File: config.mk
export PLATFORM = sky130hd
export DESIGN_NAME = out_projection_flat
export DESIGN_NICKNAME = d
export VERILOG_FILES = /design/src/rtl/out_projection_if.sv /design/src/rtl/out_projection.sv /design/src/flat_wrapper.sv
export SDC_FILE = /design/constraint.sdc
export NUM_CORES = 2
export LEC_CHECK = 0
export ABC_CLOCK_PERIOD_IN_PS = 20700
export BUFFER_PORTS_ARGS = -buffer_cell sky130_fd_sc_hd__buf_4
export CAP_MARGIN = 20
export CORE_UTILIZATION = 65
export CTS_CLUSTER_DIAMETER = 80
export DETAILED_ROUTE_END_ITERATION = 7
export PLACE_DENSITY = 0.82
export RECOVER_POWER = 50
export SYNTH_ARGS = -nofsm -noshare
export SYNTH_HDL_FRONTEND = slang
export SYNTH_SLANG_ARGS = --single-unit
File: constraint.sdc
create_clock -name clk -period 20.7 [get_ports clk]
set_clock_uncertainty 0.05 [all_clocks]
set_input_delay 3.105 -clock clk [delete_from_list [all_inputs] [get_ports clk]]
set_output_delay 3.105 -clock clk [all_outputs]
set_load 0.01 [all_outputs]
File: src/rtl/out_projection_if.sv
// ---------------------------------------------------------------------------
// out_projection_if
//
// Bundles the control, input-stream, weight-memory and output-stream signals
// of the out_projection block so they travel as one port.
//
// Parameters
//   WIDTH    data / weight word width
//   D_MODEL  vector length; sets the weight address width
//
// Signals
//   init, ready                 start request / idle indication
//   in_valid, in_ready, in_data concatenated-heads input stream
//   w_addr, w_data              weight memory read port (1-cycle latency)
//   out_valid, out_ready,
//   out_data                    projected output stream
//
// Modports
//   slave   the projection block
//   master  the environment driving it (controller, source, memory, sink)
// ---------------------------------------------------------------------------
interface out_projection_if #(
   parameter int WIDTH   = 32,
   parameter int D_MODEL = 8
);
   localparam int AW = $clog2(D_MODEL * D_MODEL);

   logic             init;
   logic             ready;
   logic             in_valid;
   logic             in_ready;
   logic [WIDTH-1:0] in_data;
   logic [AW-1:0]    w_addr;
   logic [WIDTH-1:0] w_data;
   logic             out_valid;
   logic             out_ready;
   logic [WIDTH-1:0] out_data;

   modport slave (
      input  init,
      input  in_valid,
      input  in_data,
      input  w_data,
      input  out_ready,
      output ready,
      output in_ready,
      output w_addr,
      output out_valid,
      output out_data
   );

   modport master (
      output init,
      output in_valid,
      output in_data,
      output w_data,
      output out_ready,
      input  ready,
      input  in_ready,
      input  w_addr,
      input  out_valid,
      input  out_data
   );
endinterface

File: src/rtl/out_projection.sv
// ---------------------------------------------------------------------------
// out_projection
//
// Output projection of an attention layer: y = W * x, where x is the
// concatenation of all head outputs (D_MODEL elements) and W is a
// D_MODEL x D_MODEL weight matrix held in an external memory.
//
// Operation
//   IDLE : ready=1, waits for an init pulse.
//   LOAD : accepts D_MODEL elements of x into a local buffer.
//   MAC  : for row r, streams W[r][0..D_MODEL-1] out of the memory and
//          accumulates x[k]*W[r][k] with full precision. D_MODEL+1 cycles,
//          because memory data lags the address by one cycle.
//   EMIT : presents y[r] (accumulator >>> FRAC, saturated to WIDTH bits)
//          until the consumer accepts it, then moves to the next row or
//          back to IDLE after the last row.
//
// Parameters
//   WIDTH    signed fixed-point word width of x, W and y
//   FRAC     fractional bits of the fixed-point format
//   D_MODEL  vector length, 2..64
//
// Ports
//   clk      rising-edge clock
//   reset    synchronous, active-high reset
//   bus      out_projection_if.slave (init/ready, input stream, weight
//            read port, output stream); the connected interface instance
//            must use the same WIDTH and D_MODEL
// ---------------------------------------------------------------------------
module out_projection #(
   parameter int WIDTH   = 32,
   parameter int FRAC    = 16,
   parameter int D_MODEL = 8
) (
   input  logic               clk,
   input  logic               reset,
   out_projection_if.slave    bus
);

   localparam int IDXW  = $clog2(D_MODEL);
   localparam int AW    = $clog2(D_MODEL * D_MODEL);
   localparam int PRODW = 2 * WIDTH;
   // Headroom of IDXW bits lets D_MODEL full-scale products sum without wrap.
   localparam int ACCW  = PRODW + IDXW;

   localparam logic [IDXW-1:0] LAST_IDX = IDXW'(D_MODEL - 1);
   // MAC step counter runs 0..D_MODEL; the final step only retires the
   // last memory read and issues no address.
   localparam logic [IDXW:0]   MAC_LAST = (IDXW + 1)'(D_MODEL);

   localparam logic [WIDTH-1:0] SAT_MAX = {1'b0, {(WIDTH - 1){1'b1}}};
   localparam logic [WIDTH-1:0] SAT_MIN = {1'b1, {(WIDTH - 1){1'b0}}};

   typedef enum logic [1:0] {
      IDLE = 2'd0,
      LOAD = 2'd1,
      MAC  = 2'd2,
      EMIT = 2'd3
   } state_t;

   state_t state;
   state_t next_state;

   logic [IDXW-1:0]         load_cnt;
   logic [IDXW-1:0]         r;
   logic [IDXW:0]           k;
   logic [IDXW-1:0]         k_d;
   logic signed [ACCW-1:0]  acc;
   logic signed [WIDTH-1:0] x_buf [D_MODEL];

   logic                    load_fire;
   logic                    load_done;
   logic                    mac_done;
   logic                    emit_fire;
   logic                    addr_phase;

   logic signed [WIDTH-1:0] x_sel;
   logic signed [PRODW-1:0] x_ext;
   logic signed [PRODW-1:0] w_ext;
   logic signed [PRODW-1:0] prod;
   logic signed [ACCW-1:0]  prod_ext;
   logic signed [ACCW-1:0]  acc_sh;
   logic [ACCW-WIDTH:0]     acc_top;
   logic                    fits;
   logic [WIDTH-1:0]        sat_data;

   assign load_fire  = (state == LOAD) && bus.in_valid;
   assign load_done  = load_fire && (load_cnt == LAST_IDX);
   assign mac_done   = (state == MAC) && (k == MAC_LAST);
   assign emit_fire  = (state == EMIT) && bus.out_ready;
   assign addr_phase = (state == MAC) && (k != MAC_LAST);

   // The weight word arriving now belongs to the address issued one cycle
   // ago, so x is indexed with the delayed step k_d. Both operands are sign
   // extended to the full product width before multiplying.
   assign x_sel    = x_buf[k_d];
   assign x_ext    = {{WIDTH{x_sel[WIDTH-1]}}, x_sel};
   assign w_ext    = {{WIDTH{bus.w_data[WIDTH-1]}}, bus.w_data};
   assign prod     = x_ext * w_ext;
   assign prod_ext = {{IDXW{prod[PRODW-1]}}, prod};

   // Arithmetic shift floors toward minus infinity; the result fits in WIDTH
   // bits only when every bit from the WIDTH-1 position upward matches the
   // sign, otherwise it clamps to the nearest representable extreme.
   assign acc_sh   = acc >>> FRAC;
   assign acc_top  = acc_sh[ACCW-1:WIDTH-1];
   assign fits     = (&acc_top) | ~(|acc_top);
   assign sat_data = fits ? acc_sh[WIDTH-1:0]
                          : (acc_sh[ACCW-1] ? SAT_MIN : SAT_MAX);

   // State register; reset wins over every other input in the same cycle.
   always_ff @(posedge clk) begin
      if (reset) begin
         state <= IDLE;
      end else begin
         state <= next_state;
      end
   end

   // Next-state decode and all block outputs. Every output defaults to its
   // idle value so each state only raises what it owns; out_data comes
   // straight from the accumulator, which is frozen while in EMIT, so it
   // stays stable under backpressure.
   always_comb begin
      next_state    = state;
      bus.ready     = 1'b0;
      bus.in_ready  = 1'b0;
      bus.out_valid = 1'b0;
      bus.w_addr    = '0;
      bus.out_data  = '0;

      unique case (state)
         IDLE: begin
            bus.ready = 1'b1;
            if (bus.init) begin
               next_state = LOAD;
            end
         end

         LOAD: begin
            bus.in_ready = 1'b1;
            if (load_done) begin
               next_state = MAC;
            end
         end

         MAC: begin
            if (addr_phase) begin
               bus.w_addr = AW'(r) * AW'(D_MODEL) + AW'(k[IDXW-1:0]);
            end
            if (mac_done) begin
               next_state = EMIT;
            end
         end

         EMIT: begin
            bus.out_valid = 1'b1;
            bus.out_data  = sat_data;
            if (bus.out_ready) begin
               next_state = (r == LAST_IDX) ? IDLE : MAC;
            end
         end

         default: begin
            next_state = IDLE;
         end
      endcase
   end

   // Counters and accumulator. The accumulator is cleared on every path into
   // MAC (end of LOAD, each EMIT handshake) so each row starts from zero.
   // During MAC the first step only issues an address; the following
   // D_MODEL steps each retire one product.
   always_ff @(posedge clk) begin
      if (reset) begin
         load_cnt <= '0;
         r        <= '0;
         k        <= '0;
         k_d      <= '0;
         acc      <= '0;
      end else begin
         unique case (state)
            IDLE: begin
               load_cnt <= '0;
               r        <= '0;
               k        <= '0;
               acc      <= '0;
            end

            LOAD: begin
               if (load_done) begin
                  load_cnt <= '0;
                  r        <= '0;
                  k        <= '0;
                  acc      <= '0;
               end else if (load_fire) begin
                  load_cnt <= load_cnt + 1'b1;
               end
            end

            MAC: begin
               k_d <= k[IDXW-1:0];
               if (k != '0) begin
                  acc <= acc + prod_ext;
               end
               if (mac_done) begin
                  k <= '0;
               end else begin
                  k <= k + 1'b1;
               end
            end

            EMIT: begin
               if (emit_fire) begin
                  k   <= '0;
                  acc <= '0;
                  if (r == LAST_IDX) begin
                     r <= '0;
                  end else begin
                     r <= r + 1'b1;
                  end
               end
            end

            default: begin
               load_cnt <= '0;
               r        <= '0;
               k        <= '0;
               acc      <= '0;
            end
         endcase
      end
   end

   // Input vector buffer. Written only by a LOAD handshake, so in_valid in
   // any other state leaves x untouched. No reset: contents are always
   // fully rewritten before they are used.
   always_ff @(posedge clk) begin
      if (!reset && load_fire) begin
         x_buf[load_cnt] <= bus.in_data;
      end
   end

endmodule

File: src/flat_wrapper.sv
// flat-port wrapper written by rule: the top's interface ports become plain ports
module out_projection_flat 
#(
   parameter int WIDTH   = 32,
   parameter int FRAC    = 16,
   parameter int D_MODEL = 8
)
  (clk, reset, bus_init, bus_in_valid, bus_in_data, bus_w_data, bus_out_ready, bus_ready, bus_in_ready, bus_w_addr, bus_out_valid, bus_out_data);
  out_projection_if #(.WIDTH(WIDTH), .D_MODEL(D_MODEL)) bus_i ();
  input  logic clk;
  input  logic reset;
  input wire logic [$bits(bus_i.init)-1:0] bus_init;
  input wire logic [$bits(bus_i.in_valid)-1:0] bus_in_valid;
  input wire logic [$bits(bus_i.in_data)-1:0] bus_in_data;
  input wire logic [$bits(bus_i.w_data)-1:0] bus_w_data;
  input wire logic [$bits(bus_i.out_ready)-1:0] bus_out_ready;
  output wire logic [$bits(bus_i.ready)-1:0] bus_ready;
  output wire logic [$bits(bus_i.in_ready)-1:0] bus_in_ready;
  output wire logic [$bits(bus_i.w_addr)-1:0] bus_w_addr;
  output wire logic [$bits(bus_i.out_valid)-1:0] bus_out_valid;
  output wire logic [$bits(bus_i.out_data)-1:0] bus_out_data;
  assign bus_i.init = bus_init;
  assign bus_i.in_valid = bus_in_valid;
  assign bus_i.in_data = bus_in_data;
  assign bus_i.w_data = bus_w_data;
  assign bus_i.out_ready = bus_out_ready;
  assign bus_ready = bus_i.ready;
  assign bus_in_ready = bus_i.in_ready;
  assign bus_w_addr = bus_i.w_addr;
  assign bus_out_valid = bus_i.out_valid;
  assign bus_out_data = bus_i.out_data;
  out_projection #(.WIDTH(WIDTH), .FRAC(FRAC), .D_MODEL(D_MODEL)) u_core (.clk(clk), .reset(reset), .bus(bus_i));
endmodule
Yosys cells after proc, flatten, opt, wreduce, memory -nomap -nowiden
Memory sizes are Yosys's and may differ from the RTL's. A register that Yosys moved wholly into a read port is not among the register bits.
Index checks and enable logic that the tools add are counted.

storage, ports and cells
  register bits after elaboration = 82
  bits in latches = 0
  bits in writable memories = 256
  ROM bits = 0
  bits of input ports = 69
  output and inout bits = 41
  logic and storage cells = 80
  memories = 1

memory list
  memory        depth  bits a word  read ports  clocked after Yosys merged registers in  wr ports  RTL line              RTL
  u_core.x_buf  8      32           1           1                                        1         out_projection.sv:69  logic signed [WIDTH-1:0] x_buf [D_MODEL];

cells by class
  $add $sub $neg = 5
  multipliers = 1
  divide/modulo/power cells = 0
  order comparisons = 0
  equal/unequal tests = 14
  shift operators = 0
  multiplexer cells = 33
  bitwise gates (word level) = 2
  reduce and logical (&&, ||, !) cells = 18

operators with widths
  operator             number
  $pmux 67 s4          1
  $mux 67              3
  $mux 32              3
  $add 67x64->67       1
  $mul 32x32->64       1
  $mux 3               7
  $reduce_and 20->1    1
  $reduce_or 20->1     1
  $pmux 4 s4           1
  $mux 4               3
  $mux 6               2
  $mux 2               5
  $pmux 3 s3           1
  $pmux 2 s4           1
  $add 3x1->3 const B  2
  $add 6x3->6          1
  $eq 3x3->1 const B   2
  $logic_and 1x1->1    6
  $ne 2x1->1 const B   3
  $ne 2x2->1 const B   3
  $pmux 3 s2           1
  $reduce_and 3->1     2
  $mux 1               5
  $add 4x1->4 const B  1
  14 further kinds     16

Longest topological paths before layout
  word-level depth = 5
  mapped depth = 35
  mapped depth without buffers = 31

Worst setup path after synthesis
No wires, ideal clock.

  kind = in2reg
  start point = in bus_w_data[0]
  end point = reg u_core.acc[57]
  setup time = 117 ps
  arrival time = 11,526 ps
  data required time = 20,533 ps
  slack = 9,006 ps
  stages = 27
  buffers on the path = 2
  cell sequence = clkbuf_1 > nand2_1 > fa_1 > fa_1 > inv_1 > fa_1 > inv_1 > fa_1 > inv_1 > fa_1 > fa_1 > fa_1 > inv_1 > fa_1 > inv_1 > ha_1 > buf_6 > a21o_1 > a21o_1 > a21oi_1 > o21ai_1 > a21oi_2 > a31oi_2 > a221o_1 > a311o_2 > or2_1 > a32o_1

between the ends
  longest elaborated chain between the ends = 4

RTL lines
  element               RTL line               RTL
  from (decl)           flat_wrapper.sv:15     input wire logic [$bits(bus_i.w_data)-1:0] bus_w_data;
  $mul 32x32->64        out_projection.sv:99   assign prod = x_ext * w_ext;
  $add 67x64->67        out_projection.sv:204  acc <= acc + prod_ext;
  $mux 67               out_projection.sv:203  if (k != '0) begin
  $pmux 67 s4           out_projection.sv:182  unique case (state)
  to (signal assigned)  out_projection.sv:204
  to (decl)             out_projection.sv:68   logic signed [ACCW-1:0] acc;

No other way between the ends. The select of a mux whose other input is x is not followed.
A chain may end at the register's enable or synchronous reset.

Final worst setup path
  start point = in bus_w_data[8]
  end point = reg u_core.acc[64]

Same word-level chain as after synthesis.

==> out/metrics.csv <==
stage,metric,value,unit
worst_setup_path,critPathMaxFanout,32,
timing,tns,0,ps
floorplan,die_height,291,um
clocking,cts_num_sinks,341,
hold_path,worstHoldPathType,reg2reg,
hold_path,holdCritStartpoint,u_core.acc[0],
timing,relSlewSlack,-100,%
logic_synthesis,synth_compound_area_share,4.21,%
cells_and_area,final_nets,6696,
timing,hold_ws,409,ps
logic_synthesis,synthXorXnorAreaFrac,1.11,%
global_route,grt_use_total,33.4,%
worst_setup_path,cp_slowest_cell,fa_1,
worst_setup_path,critPathCaptureType,flip-flop,
detailed_routing,routed-via-count,36300,
timing,setup_viol,0,
clocking,cts_resized,0,
floorplan,rows,105,
clocking,cts_buffers,38,
place,hpwl,105000,um
logic_synthesis,synth_seq_area_share,17.3,%
logic_synthesis,synth.distinct_cells,71,
logic_synthesis,yosysWarningCount,0,
timing,period_needed,11040,ps
worst_setup_path,crit_type,in2reg,
logic_synthesis,synth_flop_cell,edfxtp_1,
logic_synthesis,async_flop_share,0,%
logic_synthesis,synthesis.nets,6782,
detailed_routing,wirelength,132000,um
clocking,cts-root-buf,clkbuf_16,
detailed_routing,viasPerCell,5.81,
logic_synthesis,syn_avg_cell_area,10.4,um2
timing,worst-slew-pin-transition,3000,ps
logic_synthesis,synth_area_leaders,"fa_1, edfxtp_1, inv_1, ha_1, and2_1",
floorplan,fp.coreArea,82400,um2
detailed_routing,drt_iter0_markers,2888,
logic_synthesis,yosysMostFrequentCell,inv_1,
worst_setup_path,slowest_delay,830,ps
clocking,clkSlewWorstSetupHoldPaths,60,ps
detailed_routing,dr.pass1.iters,5,
logic_synthesis,syn-instance-count,5240,
global_route,antenna_found_initial,5,
place,io_buffers,109,
logic_synthesis,synth.top_cell.area_share,45.9,%
logic_synthesis,synth-simple-area-share,12.0,%
clocking,tritoncts,yes,
clocking,cts.htree.levels,2,
floorplan,io_pins,110,
logic_synthesis,yosysTopAreaCell,fa_1,
global_route,grt_pass1_wl,219000,um
cells_and_area,syn_to_final_growth,4.98,%
detailed_routing,drcViolationCount,0,
clocking,clock_latency,590,ps
logic_synthesis,ys_ff_latch,341,
timing,timing.final.hold_violations,0,
worst_setup_path,critPathLaunchType,input pin,
outcome,failed_checks,"capacitance limit, slew limit",
detailed_routing,ant_nets,0,
detailed_routing,wl_per_cell,21.1,um
cells_and_area,design_area,57000,um2
cells_and_area,drive_gt1_share,5.56,%
floorplan,fp.dieW,291,um
cells_and_area,fillerInstances,5849,
timing,drv_slew,160,
timing,max_freq,0.0906,GHz
global_route,grt_max_degree,61,
job,max_cap_violations,4,
place,placedInstanceArea,55700,um2
worst_setup_path,required,21090,ps
timing,grt_setup_unrepaired,no,
global_route,grt_pass1_vias,40500,
logic_synthesis,synthesis.area,54300,um2
logic_synthesis,synth_edf_count,256,
clocking,clockBufferDepth,3,
worst_setup_path,crit_arrival,11430,ps
global_route,grt-ovfl-total,0,
floorplan,die_area,84600,um2
outcome,outcome,"complete, but fails checks",
worst_setup_path,crit_start,bus_w_data[8],
logic_synthesis,muxShareOfSynthArea,3.36,%
worst_setup_path,cp_common_cell,fa_1,
timing,finalCritPeriodShare,53.3,%
clocking,cts_setup_buffers,0,
logic_synthesis,synth_top_family_by_area,adder cells,
logic_synthesis,synthTopCellsByCount,"inv_1, fa_1, nand2_1",
floorplan,start_util,65.9,%
clocking,hold_buffers,0,
logic_synthesis,synth_fa_ha_area_share,51.2,%
place,gp_congestion,1.00,
## state kept, by name (all words and copies together), names as in the netlist, named ones only
signal,count
u_core.acc,67
u_core.k,4
u_core.k_d,3
u_core.load_cnt,3
u_core.r,3
u_core.state,2
u_core.x_buf,256
## cell type report
class | count | area [um2] | area share [%]
antenna | 1 | 2.50 | 0.00439
clock buffer | 41 | 962 | 1.69
clock inverter | 25 | 379 | 0.666
inverter | 1302 | 4890 | 8.58
multi-input combinational | 3334 | 39100 | 68.6
sequential | 341 | 9400 | 16.5
tap | 1070 | 1340 | 2.35
timing repair buffer | 137 | 926 | 1.63
## final timing paths
kind / end / slack [ps] / cells after the start
setup reg to reg: u_core.acc[59] / 10310 / 27
hold reg to reg: u_core.acc[0] / 410 / 2
hold / removal: u_core.acc[0] / 410 / 2
setup / recovery: u_core.acc[64] / 9660 / 25
## cells by family (layout without fill, tap and decap cells)
| family | Yosys count | after routing |
|---|---|---|
| buffers and inverters | 1565 | 1505 |
| adder cells (fa/ha/maj) | 1473 | 1473 |
| AND/OR/NAND/NOR | 1339 | 1339 |
| AO/OA/AOI/OAI | 355 | 355 |
| flip-flops | 341 | 341 |
| multiplexers | 98 | 98 |
| XOR/XNOR | 69 | 69 |
| other | 0 | 1 |
## per-layer routing
metal	track usage [%]	share of wire, %	up-vias
met1	47.3	40	19000
li1	-	-	15400
met2	53.8	48	1760
met5	0.227	0.026	-
met3	7.20	9.9	221
met4	7.33	2.0	6
## placed cells by master (no fill, tap or decap), types with 64 or more instances in the layout
master    instances
dfxtp_1          82
ha_1            230
inv_1          1301
nor2_1          113
edfxtp_1        256
and2_1          445
mux4_2           64
nand2_1         620
a21oi_1          95
fa_1           1243
buf_4            99
## through the flow
stage	cells	utilization, %	worst slack [ps]
after floorplan	5240	-	9010
after global placement	6182	67.6	9290
after detailed placement	6183	67.7	9140
after CTS	6249	69.3	9720
after global routing	6250	69.2	9200
final	6251	69.2	9660
## worst max-delay path, delay by kind of cell
| family | cells | cell delay, ps |
|---|---|---|
| simple gates | 6 | 1150 |
| compound gates | 4 | 870 |
| fa+ha+maj | 9 | 5230 |
| buf+inv | 6 | 1020 |
Power is not shown: default switching activity piles up to over one toggle a cycle in this logic, so the estimate is an artifact.
